**config.mk**
```make
export PLATFORM = sky130hd
export DESIGN_NAME = adder_share_arbiter
export DESIGN_NICKNAME = d
export VERILOG_FILES = /design/src/rtl/adder_share_arbiter.sv
export SDC_FILE = /design/constraint.sdc
export NUM_CORES = 1
export LEC_CHECK = 0
export ABC_CLOCK_PERIOD_IN_PS = 2550
export BUFFER_PORTS_ARGS = -buffer_cell sky130_fd_sc_hd__buf_2
export CORE_MARGIN = 2
export CORE_UTILIZATION = 44
export DETAILED_ROUTE_END_ITERATION = 8
export PLACE_DENSITY = 0.78
export SLEW_MARGIN = 30
export SYNTH_ARGS = -nofsm -noshare
export SYNTH_HDL_FRONTEND = slang
export SYNTH_SLANG_ARGS = --single-unit
```
**constraint.sdc**
```tcl
create_clock -name clk -period 2.55 [get_ports clk]
set_clock_uncertainty 0.15 [all_clocks]
set_input_delay 0.255 -clock clk [delete_from_list [all_inputs] [get_ports clk]]
set_output_delay 0.255 -clock clk [all_outputs]
set_load 0.01 [all_outputs]
```
**src/rtl/adder_share_arbiter.sv**
```systemverilog
// Round-robin shares one 16-bit Kogge-Stone adder among NREQ valid/ready clients.
// The path is two stages: an operand register, then the adder into a result register.

module ks_add16 (
  input  logic [15:0] a,
  input  logic [15:0] b,
  output logic [15:0] sum,
  output logic        cout
);
  logic [4:0][15:0] g;
  logic [3:0][15:0] p;

  assign g[0] = a & b;
  assign p[0] = a ^ b;

  for (genvar s = 0; s < 4; s++) begin : g_lvl
    localparam int D = 1 << s;
    for (genvar i = 0; i < 16; i++) begin : g_bit
      if (i >= D) begin : g_op
        assign g[s+1][i] = g[s][i] | (p[s][i] & g[s][i-D]);
        if (s < 3) begin : g_p
          assign p[s+1][i] = p[s][i] & p[s][i-D];
        end
      end else begin : g_pass
        assign g[s+1][i] = g[s][i];
        if (s < 3) begin : g_p
          assign p[s+1][i] = p[s][i];
        end
      end
    end
  end

  // g[4][i] is the carry out of bit i; carry-in is fixed at 0.
  assign sum  = p[0] ^ {g[4][14:0], 1'b0};
  assign cout = g[4][15];
endmodule

module adder_share_arbiter #(
  parameter int NREQ  = 4,
  parameter int IDW   = $clog2(NREQ),
  parameter int WIDTH = 16
) (
  input  logic                    clk,
  input  logic                    rst,
  input  logic [NREQ-1:0]         req_valid,
  output logic [NREQ-1:0]         req_ready,
  input  logic [NREQ*WIDTH-1:0]   req_a,
  input  logic [NREQ*WIDTH-1:0]   req_b,
  output logic                    rsp_valid,
  input  logic                    rsp_ready,
  output logic [IDW-1:0]          rsp_id,
  output logic [WIDTH-1:0]        rsp_sum,
  output logic                    rsp_cout,
  output logic                    busy
);
  typedef struct packed {
    logic [IDW-1:0]   id;
    logic [WIDTH-1:0] a;
    logic [WIDTH-1:0] b;
  } s1_t;

  s1_t              s1;
  logic             v1, v2;
  logic [IDW-1:0]   ptr, gid;
  logic [NREQ-1:0]  grant;
  logic             found, adv1, adv2, hs;
  logic [WIDTH-1:0] sel_a, sel_b, add_sum;
  logic             add_cout;

  assign adv2 = v1 & (~v2 | rsp_ready);
  assign adv1 = ~v1 | adv2;

  // First valid requester at or after ptr, wrapping modulo NREQ.
  always_comb begin
    grant = '0;
    gid   = '0;
    found = 1'b0;
    for (int k = 0; k < NREQ; k++) begin
      for (int i = 0; i < NREQ; i++) begin
        if (!found && req_valid[i] && ((int'(ptr) + k) % NREQ == i)) begin
          found    = 1'b1;
          grant[i] = 1'b1;
          gid      = IDW'(i);
        end
      end
    end
  end

  always_comb begin
    sel_a = '0;
    sel_b = '0;
    for (int i = 0; i < NREQ; i++) begin
      if (grant[i]) begin
        sel_a = req_a[WIDTH*i +: WIDTH];
        sel_b = req_b[WIDTH*i +: WIDTH];
      end
    end
  end

  // Reset gating keeps req_ready low while rst is held, even with an empty pipe.
  assign hs        = found & adv1 & ~rst;
  assign req_ready = grant & {NREQ{adv1 & ~rst}};
  assign rsp_valid = v2;
  assign busy      = v1 | v2;

  ks_add16 u_add (
    .a    (s1.a),
    .b    (s1.b),
    .sum  (add_sum),
    .cout (add_cout)
  );

  always_ff @(posedge clk or posedge rst) begin
    if (rst) begin
      v1  <= 1'b0;
      s1  <= '0;
      ptr <= '0;
    end else if (adv1) begin
      v1 <= hs;
      if (hs) begin
        s1  <= '{id: gid, a: sel_a, b: sel_b};
        ptr <= IDW'((int'(gid) + 1) % NREQ);
      end
    end
  end

  always_ff @(posedge clk or posedge rst) begin
    if (rst) begin
      v2       <= 1'b0;
      rsp_id   <= '0;
      rsp_sum  <= '0;
      rsp_cout <= 1'b0;
    end else if (adv2) begin
      v2       <= 1'b1;
      rsp_id   <= s1.id;
      rsp_sum  <= add_sum;
      rsp_cout <= add_cout;
    end else if (rsp_ready) begin
      v2 <= 1'b0;
    end
  end
endmodule

```
==> flow_metrics.env <==
export IMPL_status="complete, no violations"
export IMPL_ys_seq_area_share_pct=38.9
export IMPL_syn_nets=590
export IMPL_cp_start_kind="flop"
export IMPL_rsz0062_at_grt="yes"
export IMPL_finalCritPeriodShare_pct=99.6
export IMPL_yosys_top_cells_count="dfrtp_1 (57), a21oi_1 (49), nor2_1 (48), a31oi_1 (33), nand3_1 (33)"
export IMPL_grt_pass1_wl_um=18700
export IMPL_r2r_end="rsp_sum[12]"
export IMPL_vias=4052
export IMPL_cap_violations=0
export IMPL_diodes=0
export IMPL_portBuffers=159
export IMPL_ir_drop_mv=0.334
export IMPL_seqCellArea_um2=1430
export IMPL_htreeDepth=3
export IMPL_cp_arrival_ns=2.61
export IMPL_fin_util_pct=59.4
export IMPL_initial_core_util_pct=45.1
export IMPL_clock_latency_ns=0.34
export IMPL_r2r_setup_slack_ns=0.009
export IMPL_fmax_mhz=394
export IMPL_numCtsBuffers=9
export IMPL_finalHoldViolCount=0
export IMPL_ys_seq_elements=57
export IMPL_slowest_delay_ns=0.40
export IMPL_antenna_found_initial=0
export IMPL_critPathCaptureType="flop"
export IMPL_slew_viol_final=0
export IMPL_core_um2=8130
export IMPL_finalWirelength_um=12100
export IMPL_hold_path_depth=3
export IMPL_synth_most_common_cell="dfrtp_1"
export IMPL_grt_max_degree=58
export IMPL_drt_initial_drc_count=332
export IMPL_first_pass_iters=5
export IMPL_r2r_start="s1[0]"
export IMPL_yosys_area_top_type="dfrtp_1"
export IMPL_die_y_um=95.3
export IMPL_fp_row_count=33
export IMPL_synth_area_um2=3660
export IMPL_power_density_nw_per_um2=971
export IMPL_hpwl_um=9400
export IMPL_clockRootBuffer="clkbuf_8"
export IMPL_reg2reg_depth=9
export IMPL_overflow=0
export IMPL_min_path_type="input pin to flop"
export IMPL_yosysWarnings=0
export IMPL_vias_per_cell=5.75
export IMPL_pre_cts_ws_ns=-0.0492
export IMPL_gp_congestion=0.873
export IMPL_worstHoldEndpoint="s1[10]"
export IMPL_async_flop_share_pct=100
export IMPL_tightest_slew_ns=0.725
export IMPL_synth_ff_type="dfrtp_1"
export IMPL_clk_pin_slew_worst_paths_ns=0.06
export IMPL_p_leak_uw=0.00230
export IMPL_fin_crit_ns=2.54
export IMPL_routedWlPerCell_um=17.2
export IMPL_die_w_um=95.3
export IMPL_worstPathRequired_ns=2.62
export IMPL_crit_fanout=3
export IMPL_cp_slowest_cell="dfrtp_1"
export IMPL_fillers=738
export IMPL_grt_total_usage_pct=27.0
export IMPL_synthTopCellsByArea="dfrtp_1 (39%), a21oi_1 (6.7%), a22oi_1 (6.6%)"
export IMPL_yosys_area_top_type_share_pct=38.9
export IMPL_min_from="req_b[10]"
export IMPL_area_growth_pct=31.9
export IMPL_fin_total_pwr_uw=4690
export IMPL_ant_nets=0
export IMPL_nets=748
export IMPL_fin_setup_tns_ns=0
export IMPL_criticalPathCategory="flop to flop"
export IMPL_slew_headroom_pct=51.7
export IMPL_cts_tree="done"
export IMPL_finalSetupViolCount=0
export IMPL_clk_path_buf_depth=2
export IMPL_drcViolationCount=0
export IMPL_ioPinCount=160
export IMPL_cts_sinks=57
export IMPL_layout_drive_gt1_share_pct=34.2
export IMPL_synth_distinct_cells=52
export IMPL_worst_slack_ns=0.00905
export IMPL_synth_avg_cell_area_um2=8.37
export IMPL_syn_inst=438
export IMPL_fp_dieArea_um2=9080
export IMPL_synth_edff_count=0
export IMPL_path_cells="ha_4 -> inv_1 -> fa_2 -> and2b_1 -> o2111ai_2 -> a21boi_2 -> o211ai_1 -> nor4b_1 -> or3_1"
export IMPL_first_global_vias=3754
export IMPL_multi_input_area_um2=2100
==> metal layers <==
| layer | vias up | GRT usage, % | part of all wire, % |
|---|---|---|---|
| li1 | 1947 | - | - |
| met1 | 1903 | 37.8 | 45 |
| met2 | 182 | 43.0 | 46 |
| met3 | 20 | 3.95 | 7.0 |
| met4 | 0 | 9.18 | 2.2 |
| met5 | - | 0 | 0 |
==> per-stage QoR <==
stage / instance area (µm²) / std cells / hold slack, ns
after floorplan: 3670 / 438 / 0.196
final: 4830 / 705 / 0.0318
after detailed placement: 4620 / 689 / 0.316
after global routing: 4830 / 705 / 0.0339
after CTS: 4820 / 705 / 0.0240
after global placement: 4620 / 689 / 0.307
==> state kept, by name, indices dropped and copies added, names as in the netlist <==
signal / cells
s1: 34
rsp_sum: 16
rsp_id: 2
rsp_cout: 1
v1: 1
rsp_valid: 1
ptr: 2
==> worst max-delay path, delay by kind of cell (launching register included) <==
kind / cells / cell delay [ns]
compound gates: 3 / 0.55
fa+ha+maj: 2 / 0.51
buf+inv: 1 / 0.06
flops: 1 / 0.40
simple gates: 3 / 0.76
==> area by class of cell <==
| cell class | instances | share of cell area, % |
|---|---|---|
| flip-flops and latches | 57 | 29.5 |
| multi-input cells | 343 | 43.5 |
| repair buffers | 177 | 19.5 |
| well taps | 105 | 2.72 |
| clock buffers | 12 | 3.21 |
| inverters | 8 | 0.699 |
| clock inverters | 3 | 0.828 |
==> logic make-up (layout without fill, tap and decap cells) <==
| group | after synthesis | in the layout | synth area share (%) |
|---|---|---|---|
| flip-flops | 57 | 57 | 38.9 |
| buffers and inverters | 38 | 200 | 4.30 |
| XOR/XNOR | 9 | 9 | 2.15 |
| AO/OA/AOI/OAI | 175 | 175 | 30.9 |
| AND/OR/NAND/NOR | 142 | 142 | 17.8 |
| adder cells (fa/ha/maj) | 17 | 17 | 6.01 |
==> report_power, final <==
group / internal (µW) / switching [µW] / total [µW]
clock network: 496 / 356 / 852
registers: 1220 / 238 / 1460
logic: 1010 / 1380 / 2380
==> worst max-delay path by stage <==
stage	to	slack [ns]	from
floorplan	s1[0]	0.12	rst
finish	rsp_sum[12]	0.009	s1[0]
global placement	rsp_sum[12]	0.07	s1[0]
detailed placement	rsp_sum[12]	-0.05	s1[0]
CTS	rsp_sum[12]	0.05	s1[16]
global route	rsp_sum[12]	-0.06	s1[16]
==> cells in the final DEF (no fill, tap or decap), types with 4 or more instances in the layout <==
cell and n:
buf_2 159, dfrtp_1 57, a21oi_1 49, nor2_1 48, a31oi_1 33, nand3_1 33
a22oi_1 32, nand2_1 31, o21ai_0 17, buf_4 17, ha_1 15, clkbuf_8 11
o21ai_1 8, xor2_1 8, and3_1 6, inv_1 6, nand2b_1 5, o21a_1 5
nor2b_1 4, a21o_1 4
==> what timing repair did <==
| action | in CTS | in global routing |
|---|---|---|
| gates resized for setup | 2 | 2 |
| hold buffers | 0 | 0 |
| buffers inserted | 1 | 0 |
| setup endpoints to repair | 2 | 3 |
| pin swaps | 1 | 1 |
| gates cloned | 0 | 0 |
Note: power is estimated with default switching activity, not from simulation.
